<file path="config.mk">
export PLATFORM = sky130hd
export DESIGN_NAME = store_monitor
export DESIGN_NICKNAME = d
export VERILOG_FILES = /design/src/rtl/store_monitor.sv
export SDC_FILE = /design/constraint.sdc
export NUM_CORES = 1
export LEC_CHECK = 0
export BUFFER_PORTS_ARGS = -buffer_cell sky130_fd_sc_hd__buf_2
export CORE_UTILIZATION = 25
export CTS_CLUSTER_DIAMETER = 60
export DETAILED_ROUTE_END_ITERATION = 7
export GPL_TIMING_DRIVEN = 0
export MAX_ROUTING_LAYER = met4
export PLACE_DENSITY_LB_ADDON = 0.15
export SETUP_SLACK_MARGIN = 0.3
export SYNTH_ARGS = -nofsm -noshare
export SYNTH_HDL_FRONTEND = slang
export SYNTH_SLANG_ARGS = --single-unit
</file>
<file path="constraint.sdc">
create_clock -name clk -period 9.8 [get_ports clk]
set_clock_uncertainty 0.15 [all_clocks]
set_input_delay 0.98 -clock clk [delete_from_list [all_inputs] [get_ports clk]]
set_output_delay 0.98 -clock clk [all_outputs]
set_load 0.02 [all_outputs]
</file>
<file path="src/rtl/store_monitor.sv">
// -----------------------------------------------------------------------------
// store_monitor
//
// Purpose:
//    Self-checking monitor for the data-memory write bus of the multicycle
//    processor. A FIFO of expected (address, data) stores is loaded while the
//    monitor is idle. On start, every processor store is compared in order
//    against the FIFO head. The result is reported as pass or fail, and a
//    cycle timeout catches a processor that stops storing. The same check
//    runs in simulation and on the FPGA.
//
// Ports:
//    clk          system clock, all state updates on the rising edge
//    reset        asynchronous active-low reset (0 = reset)
//    exp_valid    push one expected store (IDLE only)
//    exp_adr      expected store address
//    exp_data     expected store data
//    start        IDLE -> RUN (IDLE -> FAIL if the FIFO overflowed)
//    clear        PASS/FAIL -> IDLE, flushes FIFO and results
//    memwrite     processor store strobe
//    dataadr      processor store address
//    writedata    processor store data
//    done         high in PASS or FAIL
//    pass         high in PASS
//    fail         high in FAIL
//    err_code     0 none, 1 data/address mismatch, 2 timeout, 3 FIFO overflow
//    store_count  checked stores accepted so far, saturating at 255
//    fail_adr     dataadr of the offending store, else 0
//    fail_data    writedata of the offending store, else 0
// -----------------------------------------------------------------------------
module store_monitor #(
   parameter int          DEPTH      = 8,
   parameter logic [31:0] IGNORE_ADR = 32'd84,
   parameter int          TIMEOUT    = 30
) (
   input  logic        clk,
   input  logic        reset,
   input  logic        exp_valid,
   input  logic [31:0] exp_adr,
   input  logic [31:0] exp_data,
   input  logic        start,
   input  logic        clear,
   input  logic        memwrite,
   input  logic [31:0] dataadr,
   input  logic [31:0] writedata,
   output logic        done,
   output logic        pass,
   output logic        fail,
   output logic [1:0]  err_code,
   output logic [7:0]  store_count,
   output logic [31:0] fail_adr,
   output logic [31:0] fail_data
);

   localparam int PW = (DEPTH > 1) ? $clog2(DEPTH) : 1;
   localparam int CW = $clog2(TIMEOUT + 1);

   localparam logic [1:0] ERR_NONE     = 2'd0;
   localparam logic [1:0] ERR_MISMATCH = 2'd1;
   localparam logic [1:0] ERR_TIMEOUT  = 2'd2;
   localparam logic [1:0] ERR_OVERFLOW = 2'd3;

   typedef enum logic [1:0] {
      S_IDLE = 2'd0,
      S_RUN  = 2'd1,
      S_PASS = 2'd2,
      S_FAIL = 2'd3
   } state_t;

   // ---------------------------------------------------------------------------
   // State and registers
   // ---------------------------------------------------------------------------
   state_t        r_state;
   logic [PW-1:0] r_head;
   logic [PW-1:0] r_tail;
   logic [PW:0]   r_count;
   logic          r_ovf;
   logic [CW-1:0] r_cyc;
   logic [7:0]    r_scount;
   logic [1:0]    r_err;
   logic [31:0]   r_fadr;
   logic [31:0]   r_fdata;
   logic          r_done;
   logic          r_pass;
   logic          r_fail;

   // Expected-store storage (contents need no reset; occupancy guards reads)
   logic [31:0]   r_mem_adr  [DEPTH];
   logic [31:0]   r_mem_data [DEPTH];

   // ---------------------------------------------------------------------------
   // Next-state signals
   // ---------------------------------------------------------------------------
   state_t        w_state_next;
   logic          w_push;
   logic          w_pop;
   logic          w_flush;
   logic          w_ovf_next;
   logic [CW-1:0] w_cyc_next;
   logic [7:0]    w_scount_next;
   logic [1:0]    w_err_next;
   logic [31:0]   w_fadr_next;
   logic [31:0]   w_fdata_next;
   logic          w_full;
   logic          w_empty;
   logic          w_check;
   logic          w_match;
   logic [31:0]   w_head_adr;
   logic [31:0]   w_head_data;

   assign w_full      = (r_count == (PW+1)'(DEPTH));
   assign w_empty     = (r_count == '0);
   assign w_head_adr  = r_mem_adr[r_head];
   assign w_head_data = r_mem_data[r_head];
   // Stores to the scratch location are never checked
   assign w_check     = memwrite && (dataadr != IGNORE_ADR);
   assign w_match     = (dataadr == w_head_adr) && (writedata == w_head_data);

   always_comb begin
      w_state_next  = r_state;
      w_push        = 1'b0;
      w_pop         = 1'b0;
      w_flush       = 1'b0;
      w_ovf_next    = r_ovf;
      w_cyc_next    = r_cyc;
      w_scount_next = r_scount;
      w_err_next    = r_err;
      w_fadr_next   = r_fadr;
      w_fdata_next  = r_fdata;

      case (r_state)
         S_IDLE: begin
            if (exp_valid) begin
               if (!w_full) begin
                  w_push = 1'b1;
               end else begin
                  w_ovf_next = 1'b1;
               end
            end
            // Uses the updated overflow flag so a same-cycle dropped push counts
            if (start) begin
               if (w_ovf_next) begin
                  w_state_next = S_FAIL;
                  w_err_next   = ERR_OVERFLOW;
               end else begin
                  w_state_next = S_RUN;
                  w_cyc_next   = '0;
               end
            end
         end

         S_RUN: begin
            w_cyc_next = r_cyc + 1'b1;
            if (w_check && (w_empty || !w_match)) begin
               w_state_next = S_FAIL;
               w_err_next   = ERR_MISMATCH;
               w_fadr_next  = dataadr;
               w_fdata_next = writedata;
            end else begin
               if (w_check) begin
                  w_pop = 1'b1;
                  if (r_scount != 8'hFF) begin
                     w_scount_next = r_scount + 8'd1;
                  end
               end
               // Emptiness is judged after this cycle's pop, so a final match
               // on the timeout cycle still passes
               if (r_count == (PW+1)'(w_pop)) begin
                  w_state_next = S_PASS;
               end else if (r_cyc == CW'(TIMEOUT - 1)) begin
                  w_state_next = S_FAIL;
                  w_err_next   = ERR_TIMEOUT;
               end
            end
         end

         S_PASS, S_FAIL: begin
            if (clear) begin
               w_state_next  = S_IDLE;
               w_flush       = 1'b1;
               w_ovf_next    = 1'b0;
               w_scount_next = 8'd0;
               w_err_next    = ERR_NONE;
               w_fadr_next   = 32'd0;
               w_fdata_next  = 32'd0;
            end
         end

         default: begin
            w_state_next = S_IDLE;
         end
      endcase
   end

   // ---------------------------------------------------------------------------
   // State register
   // ---------------------------------------------------------------------------
   always_ff @(posedge clk or negedge reset) begin
      if (!reset) begin
         r_state  <= S_IDLE;
         r_head   <= '0;
         r_tail   <= '0;
         r_count  <= '0;
         r_ovf    <= 1'b0;
         r_cyc    <= '0;
         r_scount <= 8'd0;
         r_err    <= ERR_NONE;
         r_fadr   <= 32'd0;
         r_fdata  <= 32'd0;
         r_done   <= 1'b0;
         r_pass   <= 1'b0;
         r_fail   <= 1'b0;
      end else begin
         r_state  <= w_state_next;
         r_ovf    <= w_ovf_next;
         r_cyc    <= w_cyc_next;
         r_scount <= w_scount_next;
         r_err    <= w_err_next;
         r_fadr   <= w_fadr_next;
         r_fdata  <= w_fdata_next;
         r_done   <= (w_state_next == S_PASS) || (w_state_next == S_FAIL);
         r_pass   <= (w_state_next == S_PASS);
         r_fail   <= (w_state_next == S_FAIL);
         if (w_flush) begin
            r_head  <= '0;
            r_tail  <= '0;
            r_count <= '0;
         end else begin
            // Push happens only in IDLE and pop only in RUN, never together
            if (w_push) begin
               r_tail  <= r_tail + 1'b1;
               r_count <= r_count + 1'b1;
            end
            if (w_pop) begin
               r_head  <= r_head + 1'b1;
               r_count <= r_count - 1'b1;
            end
         end
      end
   end

   always_ff @(posedge clk) begin
      if (w_push) begin
         r_mem_adr[r_tail]  <= exp_adr;
         r_mem_data[r_tail] <= exp_data;
      end
   end

   assign done        = r_done;
   assign pass        = r_pass;
   assign fail        = r_fail;
   assign err_code    = r_err;
   assign store_count = r_scount;
   assign fail_adr    = r_fadr;
   assign fail_data   = r_fdata;

endmodule

</file>
Yosys cells after proc, flatten, opt, wreduce, memory -nomap -nowiden. Memories as Yosys holds them, arrays and structs flattened. Index checks and enable logic that the tools add are counted.

$add $sub $neg: 6. Reductions and logical operators: 20. Equality and inequality tests: 22. Multiplexer cells: 51.

Operators by type and width (count): $pmux 32 s2 (2); $mux 32 (3); $eq 32x32->1 (2); $mux 8 (4); $ne 32x7->1 const B (1); $mux 2 (12); $mux 1 (16); $pmux 8 s2 (1); $ne 2x2->1 const B (7); $mux 3 (4); $mux 4 (3); $pmux 2 s3 (2); $mux 5 (2); $pmux 5 s2 (1); $reduce_and 5->1 (2); $reduce_bool 2->1 (5); $add 8x1->8 const B (1); $eq 2x2->1 const B (4); $ne 8x8->1 const B (1); $add 3x1->3 const B (2); $ne 3x3->1 const B (2); $reduce_and 3->1 (2); $add 5x1->5 const B (1); $eq 5x5->1 const B (1); 15 further kinds (18).

Output and inout port bits: 77. Memory bits (writable): 512. Register bits: 95. Word-level logic and storage cells: 114. Memories: 2. Bits of input ports: 134.

Memory list: r_mem_adr (words 8, width 32, rd ports 1, clocked after Yosys merged registers in 0, wr ports 1, line 88) `logic [31:0] r_mem_adr [DEPTH];`; r_mem_data (words 8, width 32, rd ports 1, clocked after Yosys merged registers in 0, wr ports 1, line 89) `logic [31:0] r_mem_data [DEPTH];`.

Logic depth before layout (Yosys ltp). An unclocked memory read counts as a cell.

Depth after elaboration: 14. Mapped depth: 19. Depth with buffers taken out: 13.

Least setup slack after synthesis. No wires, ideal clock.

Path type: input-to-reg. Start point: input exp_valid. End point: memory r_mem_adr[2][0], enable pin. Cell stages on the path: 2. Arrival time: 7729 ps. Setup slack: 1255 ps. Data required time: 8984 ps. Buffers on the path: 0. Library setup time: 666 ps. Cell sequence: nand3_1 nor4b_1.

Cells in the longest elaborated chain, start to end: 4.

RTL lines: from (decl) (line 38) `input logic exp_valid,`; $mux 1 (line 133) `if (exp_valid) begin`; $mux 1 (line 131) `case (r_state)`; $mux 1 (line 243) `if (w_push) begin`; $mux 1 (not written as such) (line 244) `r_mem_adr[r_tail] <= exp_adr;`; to (decl) (line 88).

No other way between the ends.

Final worst setup path.
Start point: register r_head[2]. End point: register r_count[3].

Cells in the longest elaborated chain, start to end: 10. Elaborated cells on any way between the ends: 13. Classes of those cells: 2 x eq/ne; 4 x mux; 5 x reduce/logical; 2 x memory.

RTL lines: from (decl) (line 74) `logic [PW-1:0] r_head;`; from (signal assigned) (line 235) `r_head <= r_head + 1'b1;`; $mem_v2 8x32, on equally long branches; $eq 32x32->1 (line 117) `assign w_match = (dataadr == w_head_adr) && (writedata == w_head_data);`; $logic_and 1x1->1 * (line 117); $logic_not 1->1 * (line 154) `if (w_check && (w_empty || !w_match)) begin`; $logic_or 1x1->1 * (line 154); $logic_and 1x1->1 * (line 154); $mux 1 * (line 154); $mux 1 * (line 131); $mux 4 (line 234) `if (w_pop) begin`; $mux 4 (line 224) `if (w_flush) begin`; to (signal assigned) (line 232) `r_count <= r_count + 1'b1;`; to (signal assigned) (line 236) `r_count <= r_count - 1'b1;`; to (decl) (line 76) `logic [PW:0] r_count;`.

Mark *: on every way between the ends. The rest lies on a longest branch, timed or not. A chain may end at the register's enable or synchronous reset.

==> flow_metrics.tcl <==
set metrics [dict create \
    slew_headroom_pct 15.0 \
    power_density_nw_per_um2 230 \
    maxSlewViolCount 0 \
    post-route-min-period_ns 5.84 \
    fin_util_pct 31.5 \
    synth-edff-count 512 \
    multi_input_area_um2 6520 \
    ys_types 64 \
    tightest_slew_ns 1.28 \
    yosys.area.top_type "edfxtp_1" \
    power.leakage_nw 11.0 \
    grt_pass1_vias 14949 \
    antenna_found_initial 27 \
    stdcell_count 3210 \
    cpMaxStageDelayCell "o22ai_1" \
    synth_fp_nets 1619 \
    dp.cells 3053 \
    hp-class "input port to asynchronous set/reset pin" \
    required_ns 10.19 \
    detail-route-antenna-nets 0 \
    peakVddDrop_uv 120 \
    cap_violations 0 \
    fin_nets 1988 \
    path_class "flip-flop to flip-flop" \
    vias 14661 \
    post-route-period-util_pct 59.6 \
    power_mw 7.13 \
    cts_buffers 78 \
    grt-ovfl-total 0 \
    synthCells 1477 \
    pin_count 211 \
    initial_core_util_pct 25.3 \
    syn2layout_area_growth_pct 24.5 \
    grt_first_pass_wirelength_um 117000 \
    syn-cell-area_um2 24900 \
    dieArea_um2 101000 \
    num_rows 115 \
    synth.top_cells.by_area "edfxtp_1 62%, dfrtp_1 9.4%, mux2i_1 8.8%" \
    fillers 9620 \
    rsz0062_at_grt "false" \
    viasPerCell 4.57 \
    seq_area_frac_synth_pct 71.1 \
    whs_ns 0.0882 \
    use_met2_pct 26.0 \
    fin_tns_setup_ns 0 \
    synth_warnings 0 \
    max_freq_mhz 171 \
    status "completed" \
    cts_tree "done" \
    post_cts_buffers 0 \
    cts_hold_buf 0 \
    setup_violations 0 \
    crit_path_cell_trace "buf_4 > buf_4 > buf_4 > buf_4 > mux2_2 > o22ai_1 > nor3_1 > nor4b_1 > nand4_1 > nor4_1 > nor3b_2 > buf_4 > ha_1 > a21o_1 > a21oi_1 > nand4bb_1 > and3b_1 > nor3_1" \
    synth_seq_cells 606 \
    regArea_um2 17700 \
    drive_gt1_share_pct 28.9 \
    drc 0 \
    cp-start-kind "flip-flop" \
    drtPass1Iterations 5 \
    grt.total_usage_pct 16.9 \
    die_w_um 318 \
    use_met1_pct 22.7 \
    end_kind "flip-flop" \
    portBuffers 210 \
    routabilityCongestion 0.757 \
    async_flop_share_pct 15.5 \
    cp_common_cell "buf_4" \
    dp_hpwl_um 61800 \
    path_max_fanout 12 \
    h-tree-depth 3 \
    clock_path_buffers 3 \
    grt_util_met3_pct 3.66 \
    grt_max_degree 64 \
    yosys.area.top_type_share_pct 61.7 \
    wl_um 83700 \
    wire_per_inst_um 26.1 \
    syn_area_per_cell_um2 16.9 \
    clk-insertion-delay-late_ns 0.63 \
    synth_flop_cell "edfxtp_1" \
    drt_iter0_markers 1123 \
    crit_path_max_incr_delay_ns 0.56 \
    path_clk_slew_ns 0.06 \
    cts.sinks 606 \
    die_y_um 318 \
    grt_busiest_layer "met2" \
    hold_violations 0 \
    cts_resized 0 \
    cts_root_buf "clkbuf_16" \
    worst_ep_arrival_time_ns 6.23 \
    core_area_um2 98600 \
]
-- cell usage after synthesis, types with 3 or more instances --
cell / instances
nor2b_1: 6
buf_1: 3
inv_1: 69
xor2_1: 4
mux2_2: 20
nor3_1: 26
o21ai_1: 4
a22o_1: 34
a22oi_1: 22
clkbuf_1: 13
a211oi_1: 4
nor2_1: 18
dfrtp_1: 94
nand3_1: 7
and3_1: 13
mux2_1: 6
nor4b_1: 4
nand2b_1: 6
o21ai_0: 19
a21o_1: 9
a21boi_0: 3
nand2_1: 96
xnor2_1: 34
buf_2: 18
mux4_2: 54
mux2i_1: 219
ha_1: 7
o22ai_1: 15
a221oi_1: 4
nor4_1: 16
nand4_1: 16
buf_6: 16
a21oi_1: 13
and4_1: 5
edfxtp_1: 512
buf_4: 18
and3b_1: 3
and2_1: 5
o21a_1: 8
-- routing by layer --
layer,routed length [um],vias up,part of all wire [%]
met2,38400,446,46
met5,0,-,0
li1,-,6513,-
met3,4830,131,5.8
met4,1970,0,2.4
met1,38500,7571,46
-- cell type report --
type / instances / area share, %
multi-input cells: 734 / 21.0
flip-flops and latches: 606 / 57.1
clock inverters: 44 / 1.41
plain buffers: 68 / 1.50
inverters: 69 / 0.834
repair buffers: 289 / 6.17
diodes: 11 / 0.0887
well taps: 1287 / 5.19
clock buffers: 102 / 6.68
-- power breakdown --
part | total, mW | switching [mW] | internal, mW
Combinational | 1.17 | 0.773 | 0.396
Clock | 2.79 | 1.14 | 1.64
Sequential | 3.18 | 0.117 | 3.06
Total | 7.13 | 2.03 | 5.10
-- sequential cells by signal, indices dropped and copies added (netlist names), 2 cells and up --
signal / flops
r_cyc: 5
r_tail: 3
store_count: 8
fail_data: 32
fail_adr: 32
r_mem_data: 256
r_count: 4
err_code: 2
r_head: 3
r_mem_adr: 256
-- placed cells by master (no fill, tap or decap), types with 15 or more instances in the layout --
| cell type | n |
|---|---|
| a22o_1 | 34 |
| a22oi_1 | 22 |
| buf_2 | 227 |
| buf_4 | 45 |
| buf_6 | 58 |
| clkbuf_1 | 33 |
| clkbuf_16 | 78 |
| dfrtp_1 | 94 |
| edfxtp_1 | 512 |
| inv_1 | 69 |
| mux2_2 | 20 |
| mux2i_1 | 219 |
| mux4_2 | 54 |
| nand2_1 | 96 |
| nand4_1 | 16 |
| nor2_1 | 17 |
| nor3_1 | 23 |
| o21ai_0 | 19 |
| o22ai_1 | 15 |
| xnor2_1 | 34 |
-- cell families after synthesis --
| family | after synthesis | share of synthesized area (%) |
|---|---|---|
| XOR/XNOR | 38 | 1.34 |
| flip-flops | 606 | 71.1 |
| adder cells (fa/ha/maj) | 8 | 0.432 |
| AO/OA/AOI/OAI | 151 | 4.43 |
| AND/OR/NAND/NOR | 238 | 4.92 |
| multiplexers | 299 | 14.8 |
| buffers and inverters | 137 | 2.91 |
-- final timing paths --
kind                                    startpoint  cells past startpoint  slack [ns]                         end
max                          r_head[2]$_DFFE_PN0P_                     18        3.96      r_count[3]$_DFFE_PN0P_
min                                          reset                      1        0.09  store_count[5]$_DFFE_PN0P_
max reg2reg                  r_head[2]$_DFFE_PN0P_                     18        3.96      r_count[3]$_DFFE_PN0P_
min reg2reg                err_code[0]$_DFFE_PN0P_                      1        0.34     err_code[0]$_DFFE_PN0P_
max in group asynchronous                    reset                      2        8.66    fail_data[3]$_DFFE_PN0P_
min in group clk           err_code[0]$_DFFE_PN0P_                      1        0.34     err_code[0]$_DFFE_PN0P_
-- per-stage QoR --
step / setup WS [ns] / cell area, um^2
2_1_floorplan: 1.25 / 24900
5_1_grt: 3.68 / 31000
3_3_place_gp: -9.19 / 27600
4_1_cts: 4.04 / 31000
3_5_place_dp: 4.08 / 28500
6_report: 3.96 / 31000
-- worst max-delay path, delay by kind of cell, from the launching register on --
family,cells,cell delay (ns)
mux,1,0.39
compound gates,3,0.95
simple gates,8,2.21
buf+inv,5,1.40
flops,1,0.37
fa+ha+maj,1,0.27
No activity file was read; power rests on OpenSTA's default activity.
